[src/rtl/branch_resolve_unit.sv]
// Execute-stage branch resolution: condition, target, mispredict/redirect and retire
// statistics, behind a 1- or 2-stage valid/ready pipeline with flush.
module branch_resolve_unit #(
    parameter int XLEN        = 32,
    parameter int PIPE_STAGES = 1,
    parameter int CNT_W       = 32
) (
    input  logic             clk_i,
    input  logic             rst_i,
    input  logic             flush_i,
    input  logic             valid_i,
    output logic             ready_o,
    input  logic [1:0]       cmp_op_i,
    input  logic [2:0]       cmp_funct_i,
    input  logic [XLEN-1:0]  cmp_num1_i,
    input  logic [XLEN-1:0]  cmp_num2_i,
    input  logic [XLEN-1:0]  pc_i,
    input  logic [XLEN-1:0]  offset_i,
    input  logic             jalr_i,
    input  logic             pred_taken_i,
    input  logic [XLEN-1:0]  pred_target_i,
    output logic             valid_o,
    input  logic             ready_i,
    output logic             taken_o,
    output logic [XLEN-1:0]  target_o,
    output logic             mispredict_o,
    output logic [XLEN-1:0]  redirect_pc_o,
    output logic [CNT_W-1:0] branch_cnt_o,
    output logic [CNT_W-1:0] mispredict_cnt_o
);
    localparam logic [1:0] CMP_OP_NONE    = 2'b00;
    localparam logic [1:0] CMP_OP_COMPARE = 2'b01;
    localparam logic [1:0] CMP_OP_ALWAYS  = 2'b10;

    typedef struct packed {
        logic [1:0]      op;
        logic [2:0]      funct;
        logic            eq;
        logic            lt;
        logic            ltu;
        logic [XLEN-1:0] tgt;
        logic [XLEN-1:0] pc;
        logic            pred_taken;
        logic [XLEN-1:0] pred_tgt;
    } s1_t;

    typedef struct packed {
        logic            taken;
        logic            mp;
        logic            is_br;
        logic [XLEN-1:0] tgt;
        logic [XLEN-1:0] rpc;
    } out_t;

    function automatic out_t resolve(input s1_t s);
        out_t r;
        logic c;
        r = '0;
        case (s.funct[2:1])
            2'b00:   c = s.eq;
            2'b10:   c = s.lt;
            2'b11:   c = s.ltu;
            default: c = 1'b0;
        endcase
        case (s.op)
            CMP_OP_COMPARE: r.taken = (s.funct[2:1] == 2'b01) ? 1'b0 : (c ^ s.funct[0]);
            CMP_OP_ALWAYS:  r.taken = 1'b1;
            default:        r.taken = 1'b0;
        endcase
        r.is_br = (s.op == CMP_OP_COMPARE) || (s.op == CMP_OP_ALWAYS);
        r.tgt   = s.tgt;
        r.mp    = (r.taken != s.pred_taken) || (r.taken && (s.tgt != s.pred_tgt));
        r.rpc   = r.taken ? s.tgt : (s.pc + XLEN'(4));
        return r;
    endfunction

    // JALR and PC-relative targets share one adder; bit 0 is cleared only for JALR.
    logic [XLEN-1:0] sum_c;
    s1_t             in_c;
    always_comb begin
        sum_c          = (jalr_i ? cmp_num1_i : pc_i) + offset_i;
        in_c.op        = cmp_op_i;
        in_c.funct     = cmp_funct_i;
        in_c.eq        = (cmp_num1_i == cmp_num2_i);
        in_c.lt        = ($signed(cmp_num1_i) < $signed(cmp_num2_i));
        in_c.ltu       = (cmp_num1_i < cmp_num2_i);
        in_c.tgt       = {sum_c[XLEN-1:1], sum_c[0] & ~jalr_i};
        in_c.pc        = pc_i;
        in_c.pred_taken = pred_taken_i;
        in_c.pred_tgt  = pred_target_i;
    end

    logic vo_q;
    out_t out_q;
    logic last_adv;
    assign last_adv = !vo_q || ready_i;

    generate
        if (PIPE_STAGES == 1) begin : g_p1
            assign ready_o = last_adv;
            always_ff @(posedge clk_i) begin
                if (rst_i) begin
                    vo_q  <= 1'b0;
                    out_q <= '0;
                end else begin
                    if (flush_i)      vo_q <= 1'b0;
                    else if (ready_o) vo_q <= valid_i;
                    if (!flush_i && valid_i && ready_o) out_q <= resolve(in_c);
                end
            end
        end else begin : g_p2
            logic v1_q;
            s1_t  s1_q;
            assign ready_o = !v1_q || last_adv;
            always_ff @(posedge clk_i) begin
                if (rst_i) begin
                    v1_q  <= 1'b0;
                    s1_q  <= '0;
                    vo_q  <= 1'b0;
                    out_q <= '0;
                end else begin
                    if (flush_i) begin
                        v1_q <= 1'b0;
                        vo_q <= 1'b0;
                    end else begin
                        if (ready_o)  v1_q <= valid_i;
                        if (last_adv) vo_q <= v1_q;
                    end
                    if (!flush_i && valid_i && ready_o) s1_q  <= in_c;
                    if (!flush_i && v1_q && last_adv)   out_q <= resolve(s1_q);
                end
            end
        end
    endgenerate

    logic             ret_c;
    logic [CNT_W-1:0] br_cnt_q, br_cnt_d, mp_cnt_q, mp_cnt_d;
    always_comb begin
        ret_c    = vo_q && ready_i && !flush_i;
        br_cnt_d = br_cnt_q;
        mp_cnt_d = mp_cnt_q;
        if (ret_c && out_q.is_br && (br_cnt_q != '1)) br_cnt_d = br_cnt_q + CNT_W'(1);
        if (ret_c && out_q.mp && (mp_cnt_q != '1))    mp_cnt_d = mp_cnt_q + CNT_W'(1);
    end

    always_ff @(posedge clk_i) begin
        if (rst_i) begin
            br_cnt_q <= '0;
            mp_cnt_q <= '0;
        end else begin
            br_cnt_q <= br_cnt_d;
            mp_cnt_q <= mp_cnt_d;
        end
    end

    assign valid_o          = vo_q;
    assign taken_o          = out_q.taken;
    assign target_o         = out_q.tgt;
    assign mispredict_o     = out_q.mp;
    assign redirect_pc_o    = out_q.rpc;
    assign branch_cnt_o     = br_cnt_q;
    assign mispredict_cnt_o = mp_cnt_q;
endmodule

[config.mk]
export PLATFORM = sky130hd
export DESIGN_NAME = branch_resolve_unit
export DESIGN_NICKNAME = d
export VERILOG_FILES = /design/src/rtl/branch_resolve_unit.sv
export SDC_FILE = /design/constraint.sdc
export NUM_CORES = 1
export LEC_CHECK = 0
export CAP_MARGIN = 20
export CORE_MARGIN = 5
export CORE_UTILIZATION = 40
export CTS_CLUSTER_SIZE = 24
export DETAILED_ROUTE_END_ITERATION = 8
export PLACE_DENSITY = 0.72
export SYNTH_ARGS = -nofsm -noshare
export SYNTH_HDL_FRONTEND = slang
export SYNTH_SLANG_ARGS = --single-unit
[constraint.sdc]
create_clock -name clk_i -period 11.8 [get_ports clk_i]
set_clock_uncertainty 0.1 [all_clocks]
set_input_delay 1.77 -clock clk_i [delete_from_list [all_inputs] [get_ports clk_i]]
set_output_delay 1.77 -clock clk_i [all_outputs]
set_load 0.02 [all_outputs]
==> impl_metrics.env <==
export IMPL_fin_crit_sh_pct=51.11
export IMPL_viasPerCell=5.362
export IMPL_areaGrowthSynthToFinish_pct=32.67
export IMPL_grt_pass1_vias=9778
export IMPL_cp_arrival_ns=6.23
export IMPL_drtPass1Iterations=5
export IMPL_drt_antenna_violating_nets=0
export IMPL_path_max_fanout=34
export IMPL_cts_clk_slew_worst_paths_ns=0.06
export IMPL_finalHoldViolCount=0
export IMPL_max_freq_mhz=165.8
export IMPL_clock_latency_ns=0.41
export IMPL_hold_slack_ns=0.3475
export IMPL_max_stage_delay_ns=0.62
export IMPL_netlist_area_um2=10310
export IMPL_vias=10080
export IMPL_cts_buffer_depth=2
export IMPL_async_reset_ff_share_pct=0
export IMPL_cts_resized_gates=0
export IMPL_crit_chain="clkdlybuf4s50_1 -> buf_4 -> mux2_2 -> ha_1 -> inv_1 -> fa_1 -> nor2b_1 -> o2111ai_1 -> a2111oi_1 -> nor2_1 -> o21bai_1 -> xor3_1 -> nor4_1 -> and4_1 -> nand4_1 -> nor4_1 -> nor2_1"
export IMPL_peakVddDrop_mv=0.07985
export IMPL_dp_hpwl_um=28730
export IMPL_synth_area_per_cell_um2=7.751
export IMPL_power_density_nw_per_um2=108.3
export IMPL_power_leakage_nw=5.311
export IMPL_grt_usage_pct=23.41
export IMPL_drc=0
export IMPL_cts_root_buf="clkbuf_16"
export IMPL_grt_pass1_wl_um=54170
export IMPL_rows=58
export IMPL_rsz0062_at_grt="no"
export IMPL_synth_common_cells="nand2_1, nor2_1, dfxtp_1, a21oi_1, ha_1"
export IMPL_yosys_warnings=0
export IMPL_ctsHtreeMaxLevel=4
export IMPL_final_layout_size_suffix_gt1_share_pct=5.491
export IMPL_ys_types=80
export IMPL_cts_tree="yes"
export IMPL_cts_sinks=132
export IMPL_routed_wl_um=34990
export IMPL_worstSetupPathType="input port to flop"
export IMPL_yosys_area_top_type="dfxtp_1"
export IMPL_period_minus_slack_ns=6.030
export IMPL_pre_cts_slack_ns=5.403
export IMPL_grt_max_degree=92
export IMPL_n_fill_cell=2444
export IMPL_cts_setup_buffers=0
export IMPL_die_x_um=170.5
export IMPL_fin_setup_tns_ns=0
export IMPL_start_util_pct=40.82
export IMPL_grt_remaining_overflow=0
export IMPL_syn_num_nets=1571
export IMPL_portBuffers=303
export IMPL_synth_area_top_cells="dfxtp_1, ha_1, nand2_1, xnor2_1, a21oi_1"
export IMPL_crit_path_end_kind="flop"
export IMPL_drv_slew=0
export IMPL_start_kind="input port"
export IMPL_synth_most_common_cell="nand2_1"
export IMPL_fin_ws_ns=5.770
export IMPL_boundaryPins=304
export IMPL_slew_headroom_pct=28.85
export IMPL_cts_buffers_inserted=17
export IMPL_hp_class="flop to flop"
export IMPL_holdBufCountCts=0
export IMPL_wl_per_cell_um=18.62
export IMPL_gp_congestion=0.9568
export IMPL_synth_top_area_share_pct=25.63
export IMPL_dieArea_um2=29080
export IMPL_fp_coreArea_um2=25250
export IMPL_synthFlopType="dfxtp_1"
export IMPL_drtIter0Drc=827
export IMPL_ys_seq_elements=132
export IMPL_slowest_stage="a2111oi_1"
export IMPL_postSynthCellCount=1330
export IMPL_fp_dieH_um=170.5
export IMPL_final_nets=1776
export IMPL_setup_viol=0
export IMPL_outcome="finished, final reports clean"
export IMPL_required_ns=12.00
export IMPL_multi_input_area_um2=6746
export IMPL_synth_edf_count=0
export IMPL_tightest_slew_ns=1.057
export IMPL_antenna_found_initial=2
export IMPL_ys_seq_area_share_pct=25.63
export IMPL_regArea_um2=2643
export IMPL_cap_violations=0
## path summary, 6_finish.rpt
check,startpoint,endpoint,slack [ns],depth (start not counted)
max,jalr_i,mispredict_o,5.77,17
min,redirect_pc_o[17],redirect_pc_o[17],0.35,2
max reg2reg,valid_o,mispredict_o,8.35,12
min reg2reg,redirect_pc_o[17],redirect_pc_o[17],0.35,2
## layout by cell type (no fill, tap or decap), types with 12 or more instances in the layout
cell type        netlist  routed
clkdlybuf4s50_1        0     302
nand2_1              172     172
nor2_1               145     145
dfxtp_1              132     132
a21oi_1              113     113
ha_1                  68      68
xnor2_1               66      66
xor2_1                62      62
inv_1                 57      57
nand3_1               45      45
o21ai_0               40      40
nand4_1               32      32
mux2_2                30      30
and3_1                19      19
a21o_1                18      18
clkbuf_16              0      17
o211ai_1              15      15
or3_1                 14      14
nor3_1                14      14
nor2b_1               12      12
a211oi_1              12      12
## power breakdown
group	switching (mW)	internal [mW]	leakage [nW]	total (mW)
sequential	0.0102	0.463	1.07	0.473
clock	0.204	0.320	0.277	0.524
combinational	0.268	0.216	3.96	0.484
total	0.482	0.999	5.31	1.48
## registers in the layout, summed over array words and instances (netlist names)
name	cells
branch_cnt_o	32
mispredict_cnt_o	32
mispredict_o	1
out_q	1
redirect_pc_o	32
taken_o	1
target_o	32
valid_o	1
## critical path, delay by kind of cell
family	cells	cell delay, ns
AND/OR/NAND/NOR	7	1.33
buffers and inverters	3	0.89
adder cells (fa/ha/maj)	2	0.54
XOR/XNOR	1	0.26
AO/OA/AOI/OAI	3	1.15
multiplexers	1	0.24
## metrics by stage
step / area [um2] / std cells / utilization (%) / total power [mW]
after CTS: 13670 / 1878 / 54.15 / 1.489
after floorplan: 10310 / 1330 / - / 0.7892
after global routing: 13680 / 1879 / 54.16 / 1.554
after detailed placement: 13080 / 1846 / 51.81 / 0.9604
final: 13680 / 1879 / 54.16 / 1.481
after global placement: 13080 / 1846 / 51.81 / 0.9594
## cell families (layout without fill, tap and decap cells)
kind of cell,Yosys count,in the layout,synth area share [%]
flip-flops,132,132,25.63
other,0,1,0
buffers and inverters,179,397,9.018
multiplexers,41,41,4.345
XOR/XNOR,140,140,13.53
AND/OR/NAND/NOR,501,501,22.77
AO/OA/AOI/OAI,268,268,16.25
adder cells (fa/ha/maj),69,69,8.448
## layer usage
metal	up-vias	global-route usage (%)	share of wire (%)
met5	-	0	0.057
met4	2	5.625	1.9
met3	39	5.407	7.8
met2	385	37.74	46
met1	4683	31.92	44
li1	4966	-	-
## area by class of cell
| cell class | count | area share [%] |
|---|---|---|
| multi-input cells | 1019 | 49.33 |
| repair buffers | 308 | 22.43 |
| flip-flops and latches | 132 | 19.32 |
| clock buffers | 19 | 3.238 |
| well taps | 330 | 3.019 |
| inverters | 57 | 1.564 |
| clock inverters | 13 | 1.079 |
| diodes | 1 | 0.01830 |
(Power assumes the default switching activity.)
